## src/rtl/pe_pkg.sv

```systemverilog
// Shared PE definitions: fixed-point formats, saturation limits and the
// accumulate-stage state encoding.
package pe_pkg;

    localparam int DATA_W    = 16;
    localparam int FRAC_W    = 12;
    localparam int PROD_W    = 32;
    localparam int PROD_FRAC = 24;

    // Distance between the Q7.24 product grid and the Q3.12 output grid.
    localparam int RND_SHIFT = PROD_FRAC - FRAC_W;

    localparam logic [DATA_W-1:0] Q_MAX = 16'h7FFF;
    localparam logic [DATA_W-1:0] Q_MIN = 16'h8000;

    typedef enum logic [2:0] {
        IDLE,
        ACC,
        PSUM,
        SAT,
        OUT
    } acc_state_t;

endpackage

```

## src/rtl/round_sat.sv

```systemverilog
// Round-half-up and saturate a wide 24-fractional-bit accumulator to Q3.12.
// Purely combinational; shared with the PE output stage.
module round_sat
    import pe_pkg::*;
#(
    parameter int ACC_W = 36
) (
    input  logic [ACC_W-1:0]  acc,
    output logic [DATA_W-1:0] res,
    output logic              clip
);

    // One extra bit so adding the rounding half can never wrap.
    localparam int EXT_W = ACC_W + 1;

    localparam logic signed [EXT_W-1:0] HALF = EXT_W'(1) << (RND_SHIFT - 1);
    localparam logic signed [EXT_W-1:0] HI   = EXT_W'(Q_MAX);
    localparam logic signed [EXT_W-1:0] LO   = $signed({{(EXT_W - DATA_W){1'b1}}, Q_MIN});

    logic signed [EXT_W-1:0] biased;
    logic signed [EXT_W-1:0] r;

    always_comb begin
        biased = $signed({acc[ACC_W-1], acc}) + HALF;
        r      = biased >>> RND_SHIFT;
        res    = r[DATA_W-1:0];
        clip   = 1'b0;
        if (r > HI) begin
            res  = Q_MAX;
            clip = 1'b1;
        end else if (r < LO) begin
            res  = Q_MIN;
            clip = 1'b1;
        end
    end

endmodule

```

## src/rtl/psum_accum.sv

```systemverilog
// Partial-sum accumulate stage: sums cfg_len Q7.24 products, optionally adds
// a neighbour Q3.12 partial sum, then rounds/saturates to a Q3.12 result.
module psum_accum
    import pe_pkg::*;
#(
    parameter int LEN_W = 4,
    parameter int GUARD = 4
) (
    input  logic              clk,
    input  logic              rst_n,
    input  logic [LEN_W-1:0]  cfg_len,
    input  logic              cfg_use_psum,
    input  logic              prod_valid,
    output logic              prod_ready,
    input  logic [31:0]       prod_data,
    input  logic              psum_in_valid,
    output logic              psum_in_ready,
    input  logic [15:0]       psum_in_data,
    output logic              psum_out_valid,
    input  logic              psum_out_ready,
    output logic [15:0]       psum_out_data,
    output logic              sat_flag
);

    localparam int ACC_W = PROD_W + GUARD;

    acc_state_t state, state_nxt;

    logic [ACC_W-1:0]  acc;
    logic [LEN_W-1:0]  cnt;
    logic [LEN_W-1:0]  len_q;
    logic              use_psum_q;
    logic              sat_q;
    logic              prod_rdy;

    logic [LEN_W-1:0]  cfg_len_eff;
    logic [LEN_W-1:0]  cnt_inc;
    logic [ACC_W-1:0]  prod_ext;
    logic [ACC_W-1:0]  psum_ext;
    logic [DATA_W-1:0] rs_res;
    logic              rs_clip;

    assign cfg_len_eff = (cfg_len == '0) ? LEN_W'(1) : cfg_len;
    assign cnt_inc     = cnt + LEN_W'(1);
    assign prod_ext    = {{GUARD{prod_data[PROD_W-1]}}, prod_data};
    // Psum is aligned onto the accumulator's 24-bit fractional grid.
    assign psum_ext    = {{(ACC_W - DATA_W - RND_SHIFT){psum_in_data[DATA_W-1]}},
                          psum_in_data, {RND_SHIFT{1'b0}}};

    // Ready is forced low while reset is held so every output reads 0.
    assign prod_ready = prod_rdy & rst_n;
    assign sat_flag   = sat_q & (state == OUT);

    always_ff @(posedge clk or negedge rst_n) begin
        if (!rst_n) begin
            state <= IDLE;
        end else begin
            state <= state_nxt;
        end
    end

    always_comb begin
        state_nxt      = state;
        prod_rdy       = 1'b0;
        psum_in_ready  = 1'b0;
        psum_out_valid = 1'b0;
        case (state)
            IDLE: begin
                prod_rdy = 1'b1;
                if (prod_valid) begin
                    if (cfg_len_eff == LEN_W'(1)) begin
                        state_nxt = cfg_use_psum ? PSUM : SAT;
                    end else begin
                        state_nxt = ACC;
                    end
                end
            end
            ACC: begin
                prod_rdy = 1'b1;
                if (prod_valid && (cnt_inc == len_q)) begin
                    state_nxt = use_psum_q ? PSUM : SAT;
                end
            end
            PSUM: begin
                psum_in_ready = 1'b1;
                if (psum_in_valid) begin
                    state_nxt = SAT;
                end
            end
            SAT: begin
                state_nxt = OUT;
            end
            OUT: begin
                psum_out_valid = 1'b1;
                if (psum_out_ready) begin
                    state_nxt = IDLE;
                end
            end
            default: begin
                state_nxt = IDLE;
            end
        endcase
    end

    always_ff @(posedge clk or negedge rst_n) begin
        if (!rst_n) begin
            acc           <= '0;
            cnt           <= '0;
            len_q         <= '0;
            use_psum_q    <= 1'b0;
            psum_out_data <= '0;
            sat_q         <= 1'b0;
        end else begin
            case (state)
                IDLE: begin
                    if (prod_valid) begin
                        acc        <= prod_ext;
                        cnt        <= LEN_W'(1);
                        len_q      <= cfg_len_eff;
                        use_psum_q <= cfg_use_psum;
                    end
                end
                ACC: begin
                    if (prod_valid) begin
                        acc <= acc + prod_ext;
                        cnt <= cnt_inc;
                    end
                end
                PSUM: begin
                    if (psum_in_valid) begin
                        acc <= acc + psum_ext;
                    end
                end
                SAT: begin
                    psum_out_data <= rs_res;
                    sat_q         <= rs_clip;
                end
                default: begin
                end
            endcase
        end
    end

    round_sat #(
        .ACC_W (ACC_W)
    ) u_round_sat (
        .acc  (acc),
        .res  (rs_res),
        .clip (rs_clip)
    );

endmodule

```

## config.mk

```make
export PLATFORM = sky130hd
export DESIGN_NAME = psum_accum
export DESIGN_NICKNAME = d
export VERILOG_FILES = /design/src/rtl/pe_pkg.sv /design/src/rtl/round_sat.sv /design/src/rtl/psum_accum.sv
export SDC_FILE = /design/constraint.sdc
export NUM_CORES = 1
export LEC_CHECK = 0
export BUFFER_PORTS_ARGS = -buffer_cell sky130_fd_sc_hd__buf_2
export CORE_ASPECT_RATIO = 0.75
export CORE_MARGIN = 1.5
export CORE_UTILIZATION = 65
export DETAILED_ROUTE_END_ITERATION = 7
export GPL_ROUTABILITY_DRIVEN = 0
export PLACE_DENSITY_LB_ADDON = 0.12
export SLEW_MARGIN = 20
export SYNTH_ARGS = -nofsm -noshare
export SYNTH_HDL_FRONTEND = slang
export SYNTH_SLANG_ARGS = --single-unit
```

## constraint.sdc

```tcl
create_clock -name clk -period 5.63 [get_ports clk]
set_input_delay 1.4075 -clock clk [delete_from_list [all_inputs] [get_ports clk]]
set_output_delay 1.4075 -clock clk [all_outputs]
set_load 0.03 [all_outputs]
```

# Word level (Yosys, flattened, before mapping)
# Cells that the tools add are included.
# W data, S select, Z words.
# op_classes
add_sub_neg,4
n_lt_le_gt_ge,2
n_eq_ne,11
muxes,23
bitwise_logic,2
reduce_logical,10
# ops
op,n
$mux W36,3
$pmux W36 S3,1
$add A36 B36 Y36,2
$add A36 B13 Y37 const B,1
$mux W16,2
$gt A25 B16 Y1 const B,1
$lt A25 B16 Y1 const B,1
$pmux W3 S5,1
$mux W3,4
$mux W4,3
$ne A2 B2 Y1 const B,5
$pmux W4 S2,1
$reduce_and A4 Y1,2
$mux W1,7
$eq A3 B2 Y1 const B,2
$add A4 B1 Y4 const B,1
$eq A4 B1 Y1 const B,1
$eq A4 B4 Y1,1
$logic_not A4 Y1,1
$eq A3 B1 Y1 const B,1
$eq A3 B3 Y1 const B,1
$logic_not A3 Y1,1
$reduce_and A3 Y1,1
$reduce_bool A3 Y1,1
other kinds (6),7
# totals
regBits,65
input_bits,58
output_inout_bits,20
elab_cells,59

# Depth between registers and ports, before layout
# Gate-level depths: netlist (run 1).
# depth
depth_word,6
mapped_depth,11
ltp_nobuf,11

# Modules after synthesis
# A second synthesis (run 1) with hierarchy kept.
# unflattened
hier_cells,844
hier_area_um2,6789.0
# by_module_without_submodules
module,n_inst,cells_per_inst,area_each_um2,seq_area_each_um2
psum_accum,1,710,5952.0,1626.6
round_sat,1,134,837.1,0.0

# Least setup slack after synthesis (run 1)
# No wires, ideal clock.
# synth_timing
path_type,input-to-reg
from,input prod_data[0]
to,register acc[34]
setup_time_ns,0.066
t_arrival_ns,3.625
required_ns,5.564
path_slack_ns,1.939
path_stages,11
path_buffers,0
cell_sequence,ha_1 fa_1 a21o_1 a21oi_1 o21ba_2 nor2_1 o21ai_0 nor4_1 o21a_1 o31ai_1 o22a_1
# synth_between
elab_chain_len,3
# synth_rtl
element,line_no,text
"start, declared",psum_accum.sv:15,"input logic [31:0] prod_data,"
$add A36 B36 Y36,psum_accum.sv:125,acc <= acc + prod_ext;
$mux W36,psum_accum.sv:124,if (prod_valid) begin
$pmux W36 S3,psum_accum.sv:114,case (state)
"end signal, assigned",psum_accum.sv:117,acc <= prod_ext;
"end signal, assigned",psum_accum.sv:125,
"end signal, assigned",psum_accum.sv:131,acc <= acc + psum_ext;
"end, declared",psum_accum.sv:29,logic [ACC_W-1:0] acc;
# No other way between the ends. The select of a mux whose other input is x is not followed.
# A chain may end at the register's enable or synchronous reset.

# Worst setup path in the final report (run 1)
# Ends and elaborated chain as after synthesis.

==> out/qor.yml, run 1 <==
viasPerCell: 6.76
finalMaxSlewViolations: 0
setup_viol: 0
synth_warnings: 0
final_util_pct: 75.1
fin_crit_ns: 3.98
finClkSkew_ns: 0.00680
gr-usage-all-layers_pct: 35.7
busiest_layer: "met2"
fp.dieH_um: 90.7
hold_path.class: "reg -> reg"
max-slew-margin-rel_pct: 36.5
antenna_found_initial: 1
critPathMaxStageDelay_ns: 0.42
avgSynthCellArea_um2: 8.14
synthArstFlopShare_pct: 100
diodes: 0
r2r_cells: 10
dpl.cell_count: 997
drcViolationCount: 0
status: "completed"
dieArea_mm2: 0.0109
vdd_ir_drop_max_mv: 0.485
dr.first_iter.drc_count: 653
use_met1_pct: 50.1
initial_utilization_pct: 67.9
drtPass1Iterations: 6
post-route-period-util_pct: 70.7
path_clk_slew_ns: 0.06
drive_above_1_share_pct: 15.4
dieWidth_um: 120
synth_edf_count: 0
drtAntennaViolNets: 0
post_cts_resized: 0
cts-buffers-inserted: 9
cts_root_buf: "clkbuf_16"
cts_setup_buffers: 0
coreArea_mm2: 0.00981
cts_num_sinks: 65
timing_worst_setup_path_type: "in -> reg"
cts_tree: "built"
first_global_vias: 6519
grt_use_met2_pct: 54.3
ys_types: 78
port_buffers: 77
critPathSlowestCell: "fa_1"
synth-main-ff-cell: "dfrtp_1"
max-cap-violations: 0
hold_buffers: 0
min_path_cells: 2
clock_latency_ns: 0.34
fmax_mhz: 251
nNetsFinal: 996
ios: 78
tightest_slew_ns: 0.951
grt_overflow: 0
cp_top_family: "compound AO/OA/AOI/OAI gates"
num_vias: 6851
htreeDepth: 3
worstSetupStartpointType: "primary input"
hold_ws_ns: 0.477
grt_pass1_wl_mm: 31.5
num_rows: 31
rsz0062_at_grt: "no"
power_density_mw_per_mm2: 664
cp.arrival_ns: 4.26
dp_hpwl_mm: 14.4
path_cells: "buf_2 > ha_1 > fa_1 > a21o_1 > a21oi_1 > o21ba_2 > nor2_1 > o21ai_0 > nor4_1 > o21a_1 > o31ai_1 > o22a_1"
grt_max_degree: 66
layout.cells.non_filler: 1013
synth_area_mm2: 0.00666
cp_num_buf_inv: 1
cts.path.max_buffers: 2
cp_max_fo: 6
globalRouteMet3Util_pct: 7.39
netlist_instances: 819
wl_mm: 19.3
hold_violations: 0
finalSetupTns_ns: 0
syn_nets: 939
synth.yosys.seq_area_share_pct: 24.4
syn_to_final_growth_pct: 10.6
synth-seq-cells: 65
leakagePower_nw: 3.31
critical_path_required_ns: 5.91
crit_path_end_kind: "register"
path_depth: 12
wl_per_cell_um: 19.0
## synth_stat cells (all sizes together), types with 16 or more instances
| cell type | n | area, um2 |
|---|---|---|
| nor2 | 82 | 315 |
| nand2 | 81 | 307 |
| dfrtp | 65 | 1630 |
| a21oi | 64 | 328 |
| ha | 60 | 751 |
| o21ai | 56 | 284 |
| xnor2 | 43 | 377 |
| a21o | 35 | 263 |
| nand3 | 31 | 155 |
| clkbuf | 28 | 108 |
| xor2 | 28 | 245 |
| a221oi | 25 | 219 |
| o211ai | 24 | 225 |
| inv | 20 | 75.1 |
| nand4 | 17 | 136 |
| a31oi | 16 | 100 |
## stage by stage
step	total power [mW]	cell area (um2)	setup slack, ns
6_report	4.89	7370	1.65
5_1_grt	5.26	7370	1.48
4_1_cts	4.81	7360	1.74
3_5_place_dp	4.23	7080	1.42
3_3_place_gp	4.11	7080	1.47
2_1_floorplan	3.49	6660	1.94
## path summary, 6_finish.rpt
path | from | to | slack (ns)
max in group asynchronous | rst_n | cnt[1] | 3.70
max reg2reg | acc[13] | acc[35] | 2.33
min | psum_out_data[15] | psum_out_data[15] | 0.48
min in group asynchronous | rst_n | acc[5] | 1.35
min reg2reg | psum_out_data[15] | psum_out_data[15] | 0.48
max | prod_data[0] | acc[34] | 1.65
## registers in the layout, summed over array words and instances, names as in the netlist
name           count
acc               36
cnt                4
len_q              4
psum_out_data     16
sat_q              1
state              3
use_psum_q         1
## power breakdown
group          leakage (nW)  switching (mW)  internal (mW)  total [mW]
combinational          2.41            1.99           1.32        3.32
sequential            0.770           0.326          0.702        1.03
clock                 0.137           0.229          0.320       0.549
total                  3.31            2.55           2.34        4.89
## final cells by class
class	count	area, um2
Clock inverter	5	30.0
Clock buffer	11	253
Timing Repair Buffer	81	415
Tap cell	132	165
Inverter	20	75.1
Fill cell	781	2450
Sequential cell	65	1630
Multi-Input combinational cell	699	4800
## tightest hold or removal path, cell delays in order (launching register included)
cell and delay [ns]:
dfrtp_1 0.33, nand2_1 0.05, o21ai_0 0.06
## cells in the final DEF, fill, tap and decap left out, types with 6 or more instances in the layout
master	n
o21a_1	11
a211oi_1	7
a21oi_1	61
inv_1	20
nand2b_1	6
nor3_1	10
nand2_1	80
mux2_2	6
nor2_1	80
clkbuf_16	9
a31oi_1	16
o21bai_1	9
nand4_1	15
xnor2_1	43
a21o_1	35
nand3_1	31
xor2_1	28
and3_1	8
dfrtp_1	65
buf_2	77
a221oi_1	25
ha_1	60
o211ai_1	15
o211ai_2	9
o21ai_0	54
## per-layer routing
layer | vias to the layer above | wire, um
met5 | - | 0
met4 | 0 | 506
met3 | 49 | 1750
met2 | 349 | 8440
met1 | 3272 | 8580
li1 | 3181 | -
## kinds of logic after synthesis
| logic type | synth area share (%) |
|---|---|
| multiplexers | 1.31 |
| adder cells (fa/ha/maj) | 11.9 |
| XOR/XNOR | 9.33 |
| flip-flops | 24.4 |
| AO/OA/AOI/OAI | 29.5 |
| AND/OR/NAND/NOR | 20.0 |
| buffers and inverters | 3.62 |
Note: power is estimated with default switching activity, not from simulation.
==> run 2, diff against run 1 <==
--- a/config.mk
+++ b/config.mk
@@ -8,7 +8,7 @@
 export BUFFER_PORTS_ARGS = -buffer_cell sky130_fd_sc_hd__buf_2
 export CORE_ASPECT_RATIO = 0.75
 export CORE_MARGIN = 1.5
-export CORE_UTILIZATION = 65
+export CORE_UTILIZATION = 60
 export DETAILED_ROUTE_END_ITERATION = 7
 export GPL_ROUTABILITY_DRIVEN = 0
 export PLACE_DENSITY_LB_ADDON = 0.12
==> constraint.sdc (replaced) <==
create_clock -name clk -period 3.9 [get_ports clk]
set_input_delay 0.975 -clock clk [delete_from_list [all_inputs] [get_ports clk]]
set_output_delay 0.975 -clock clk [all_outputs]
set_load 0.03 [all_outputs]
==> out/qor.yml, run 2 (synthesis gave the netlist of run 1 again) <==
crit_path_end_kind: "register"
cp_max_fo: 6
dieArea_mm2: 0.0118
p_sw_mw: 3.63
path_cells: "buf_2 > ha_1 > fa_1 > a21o_1 > a21oi_1 > o21ba_2 > nor2_1 > o21ai_0 > nor4_1 > o21a_1 > o31ai_1 > o22a_1"
wl_mm: 19.0
first_global_vias: 6235
hold_ws_ns: 0.480
cp_num_buf_inv: 1
grt_overflow: 0
nNetsFinal: 1001
drive_above_1_share_pct: 15.5
num_rows: 33
grt_max_degree: 66
multi_input_area_mm2: 0.00480
drtAntennaViolNets: 0
cts_num_sinks: 65
leakagePower_nw: 3.35
seqPwrFrac_pct: 20.5
fmax_mhz: 280
viasPerCell: 6.53
pwr-share-clk_pct: 12.4
fp.dieH_um: 94.3
initial_utilization_pct: 61.4
cts.path.max_buffers: 2
rrSetupSlack_ns: 0.66
intPower_mw: 3.52
startpoint: "prod_data[0]"
cts-buffers-inserted: 9
vdd_ir_drop_max_mv: 0.764
fillCellCount: 916
r2r_start: "acc[15]"
num_vias: 6692
hold_violations: 0
r2r-end: "psum_out_data[8]"
fin_crit_ns: 3.57
drtPass1Iterations: 8
layout_common_cells: "nor2_1, nand2_1, buf_2, dfrtp_1, a21oi_1"
max-slew-margin-rel_pct: 35.1
wl_per_cell_um: 18.6
worstSetupStartpointType: "primary input"
r2r_cells: 9
status: "completed"
finalSetupTns_ns: 0
finalMaxSlewViolations: 0
cp.arrival_ns: 3.84
drcViolationCount: 0
top_register: "acc"
critical_path_required_ns: 4.17
gr-usage-all-layers_pct: 32.8
rsz0062_at_grt: "no"
clock_latency_ns: 0.34
endpoint: "acc[34]"
cts_setup_buffers: 0
path_depth: 12
grt_pass1_wl_mm: 30.9
post-route-period-util_pct: 91.5
cts_tree: "built"
critPathSlowestCell: "fa_1"
diodes: 0
htreeDepth: 3
post_cts_resized: 0
swShare_pct: 50.7
syn_to_final_growth_pct: 11.6
dr.first_iter.drc_count: 794
cts_root_buf: "clkbuf_16"
finClkSkew_ns: 0.0109
path_clk_slew_ns: 0.06
dieWidth_um: 125
power_density_mw_per_mm2: 962
largest_register_ffs: 36
timing_worst_setup_path_type: "in -> reg"
setup_viol: 0
port_buffers: 77
max-cap-violations: 0
pwr-share-comb_pct: 67.1
top_regs: "acc: 36 flops, psum_out_data: 16 flops"
critPathMaxStageDelay_ns: 0.42
tightest_slew_ns: 0.974
coreArea_mm2: 0.0109
antenna_found_initial: 0
hold_buffers: 0
dp_hpwl_mm: 14.5
cp_top_family: "compound AO/OA/AOI/OAI gates"
holdCritStartpoint: "psum_out_data[15]"
hold_path.class: "reg -> reg"
seq_area_mm2: 0.00163
ios: 78
==> run 2: cell count changes in the layout (fill, tap and decap cells not counted), sizes merged <==
cell	change
clkinvlp	-2
buf	+5
clkbuf	+1
clkinv	-2
bufinv	+2
==> run 2: final cells by class <==
cell class | count | share of cell area (%)
timing repair buffer | 86 | 6.09
multi-input combinational | 699 | 64.5
sequential | 65 | 21.9
inverter | 20 | 1.01
clock buffer | 12 | 3.31
tap | 140 | 2.35
clock inverter | 3 | 0.875
==> run 2: worst reg2reg max path: cells and delay by family, from the launching register on <==
kind,cells,cell delay [ns]
AO/OA/AOI/OAI,3,0.48
multiplexers,1,0.36
flip-flops,1,0.51
AND/OR/NAND/NOR,5,1.70
==> run 2: through the flow <==
| step | power [mW] | area, um2 | cells | worst slack [ns] | util, % |
|---|---|---|---|---|---|
| after floorplan | 5.04 | 6660 | 819 | 0.642 | - |
| after global placement | 6.00 | 7130 | 1010 | 0.189 | 65.6 |
| after detailed placement | 6.15 | 7130 | 1010 | 0.0841 | 65.6 |
| after CTS | 7.07 | 7440 | 1025 | 0.399 | 68.5 |
| after global routing | 7.72 | 7440 | 1025 | 0.232 | 68.5 |
| final | 7.16 | 7440 | 1025 | 0.330 | 68.5 |
==> run 2: worst min-delay path by stage <==
stage	endpoint	cells past startpoint
finish	psum_out_data[15]	2
global route	psum_out_data[7]	2
global placement	psum_out_data[15]	2
floorplan	cnt[3]	2
CTS	psum_out_data[15]	2
detailed placement	psum_out_data[15]	2
==> run 2: power groups by stage <==
stage / sequential, mW / clock (mW) / combinational, mW
6_report: 1.47 / 0.889 / 4.80
5_1_grt: 1.52 / 0.924 / 5.27
4_1_cts: 1.46 / 0.896 / 4.72
3_5_place_dp: 1.47 / 0 / 4.68
3_3_place_gp: 1.45 / 0 / 4.56
2_1_floorplan: 1.46 / 0 / 3.57
==> run 2: routing by layer <==
layer / track usage (%) / share of wire [%] / vias up
met1: 47.0 / 47 / 3139
met5: 0 / 0 / -
met2: 51.1 / 44 / 312
met3: 5.24 / 7.9 / 40
li1: - / - / 3201
met4: 9.58 / 1.8 / 0
==> run 3, diff against run 2 <==
--- a/config.mk
+++ b/config.mk
@@ -5,10 +5,12 @@
 export SDC_FILE = /design/constraint.sdc
 export NUM_CORES = 1
 export LEC_CHECK = 0
+export ABC_AREA = 1
 export BUFFER_PORTS_ARGS = -buffer_cell sky130_fd_sc_hd__buf_2
+export CAP_MARGIN = 20
 export CORE_ASPECT_RATIO = 0.75
 export CORE_MARGIN = 1.5
-export CORE_UTILIZATION = 60
+export CORE_UTILIZATION = 61
 export DETAILED_ROUTE_END_ITERATION = 7
 export GPL_ROUTABILITY_DRIVEN = 0
 export PLACE_DENSITY_LB_ADDON = 0.12
==> out/qor.yml, run 3 <==
post-route-period-util_pct: 79.8
largest_register_ffs: 36
crit_path_end_kind: "register"
syn_nets: 1373
wl_per_cell_um: 16.4
worstSetupStartpointType: "primary input"
diodes: 0
tightest_slew_ns: 0.851
dieWidth_um: 132
drive_above_1_share_pct: 10.8
nNetsFinal: 1449
max-slew-margin-rel_pct: 43.3
wl_mm: 24.7
cts.path.max_buffers: 2
synth.most_common_cell: "nand2_1"
hold_path.class: "reg -> reg"
max-cap-violations: 0
drcViolationCount: 0
cp_max_fo: 5
synthTopCellsByArea: "dfrtp_1, nand2_1, ha_1, a21oi_1, nor2_1"
r2r_start: "acc[12]"
synth_edf_count: 0
hold_violations: 0
timing_worst_setup_path_type: "in -> reg"
finalSetupTns_ns: 0
viasPerCell: 5.91
layout_common_cells: "nand2_1, nor2_1, a21oi_1, inv_1, nand3_1"
cts_root_buf: "clkbuf_16"
final_common_cell: "nand2_1"
startpoint: "psum_in_data[0]"
initial_utilization_pct: 62.2
cp_top_family: "simple AND/OR/NAND/NOR gates"
critPathMostFrequentCell: "nand2_1"
status: "completed"
critPathSlowestCell: "o21ai_0"
vdd_ir_drop_max_mv: 0.559
critPathMaxStageDelay_ns: 0.51
holdCritStartpoint: "use_psum_q"
synth-seq-cells: 65
syn_to_final_growth_pct: 11.4
avgSynthCellArea_um2: 6.07
final_util_pct: 69.3
place_ws_ns: 0.613
ios: 78
top_register: "acc"
cts-buffers-inserted: 9
cts_num_sinks: 65
synthArstFlopShare_pct: 100
setup_viol: 0
synth-main-ff-cell: "dfrtp_1"
fin_crit_ns: 3.11
drtPass1Iterations: 7
synth.yosys.seq_area_share_pct: 21.4
cp_num_buf_inv: 3
grt_pass1_wl_mm: 39.6
coreArea_mm2: 0.0122
fillCellCount: 1095
dpl.cell_count: 1484
finClkSkew_ns: 0.0138
dr.first_iter.drc_count: 1025
power_density_mw_per_mm2: 932
hold_buffers: 0
rsz0062_at_grt: "no"
num_vias: 8867
path_clk_slew_ns: 0.06
hold_ws_ns: 0.480
port_buffers: 77
top_regs: "acc: 36 flops, psum_out_data: 16 flops"
layout.cells.non_filler: 1500
setup_ws_ns: 0.786
drtAntennaViolNets: 0
path_cells: "buf_2 > ha_1 > fa_1 > nand2_1 > nand2_1 > nand2_1 > nand2_1 > nand2_1 > nand2_1 > inv_1 > o21ai_0 > nand2_1 > nand2_1 > nand2_1 > nand3_1 > nand3_1 > nand2_1 > inv_1"
cp.arrival_ns: 3.35
netlist_instances: 1253
grt_max_degree: 66
critical_path_required_ns: 4.14
grt_overflow: 0
num_rows: 35
clock_latency_ns: 0.35
leakagePower_nw: 4.24
gr-usage-all-layers_pct: 38.1
ys_types: 44
dieArea_mm2: 0.0131
synth_common_cells: "nand2_1, nor2_1, a21oi_1"
fp.dieH_um: 99.7
cts_setup_buffers: 0
htreeDepth: 3
synth_warnings: 0
yosys.area.top_type: "dfrtp_1"
synth_top_area_share_pct: 21.4
post_cts_resized: 0
dp_hpwl_mm: 19.1
fmax_mhz: 321
cts_tree: "built"
finalMaxSlewViolations: 0
first_global_vias: 8034
synth_area_mm2: 0.00760
antenna_found_initial: 0
[run 3: path summary, 6_finish.rpt]
path,endpoint,slack [ns],depth (start not counted)
worst max-delay path,acc[30],0.79,18
worst min-delay path,use_psum_q,0.48,2
worst max register to register,acc[30],1.02,17
worst min register to register,use_psum_q,0.48,2
max in group asynchronous,acc[32],2.43,2
min in group asynchronous,acc[6],0.91,2
[run 3: logic make-up (layout without fill, tap and decap cells)]
group / Yosys count / count (layout) / synth area share, %
flip-flops: 65 / 65 / 21.4
adder cells (fa/ha/maj): 62 / 62 / 10.4
XOR/XNOR: 23 / 23 / 2.65
AND/OR/NAND/NOR: 710 / 710 / 40.8
AO/OA/AOI/OAI: 243 / 243 / 17.2
buffers and inverters: 150 / 231 / 7.62
[run 3: power breakdown]
group / switching, mW / leakage, nW / internal, mW
sequential: 0.532 / 0.752 / 1.02
combinational: 3.68 / 3.35 / 1.80
clock: 0.348 / 0.141 / 0.514
[run 3: final cells by class]
| cell class | instances | area [um2] | area share (%) |
|---|---|---|---|
| Clock buffer | 10 | 239 | 2.82 |
| Clock inverter | 6 | 66.3 | 0.783 |
| Inverter | 132 | 495 | 5.85 |
| Multi-Input combinational cell | 1038 | 5400 | 63.8 |
| Sequential cell | 65 | 1630 | 19.2 |
| Tap cell | 166 | 208 | 2.45 |
| Timing Repair Buffer | 83 | 430 | 5.08 |
[run 3: worst reg2reg max path: cells and delay by family, from the launching register on]
family | cells | cell delay (ns)
buffers and inverters | 2 | 0.11
AND/OR/NAND/NOR | 12 | 1.17
AO/OA/AOI/OAI | 1 | 0.51
adder cells (fa/ha/maj) | 2 | 0.55
flip-flops | 1 | 0.44
[run 3: stage by stage]
| stage | instance area, um2 | total power, mW |
|---|---|---|
| 5_1_grt | 8470 | 8.57 |
| 3_5_place_dp | 8160 | 6.78 |
| 4_1_cts | 8470 | 7.68 |
| 2_1_floorplan | 7600 | 5.40 |
| 3_3_place_gp | 8160 | 6.72 |
| 6_report | 8470 | 7.89 |
[run 3: metal layers]
| metal | track usage [%] | share of wire [%] |
|---|---|---|
| met5 | 0 | 0 |
| met4 | 13.3 | 2.8 |
| met3 | 13.1 | 15 |
| met2 | 54.1 | 39 |
| met1 | 53.6 | 43 |
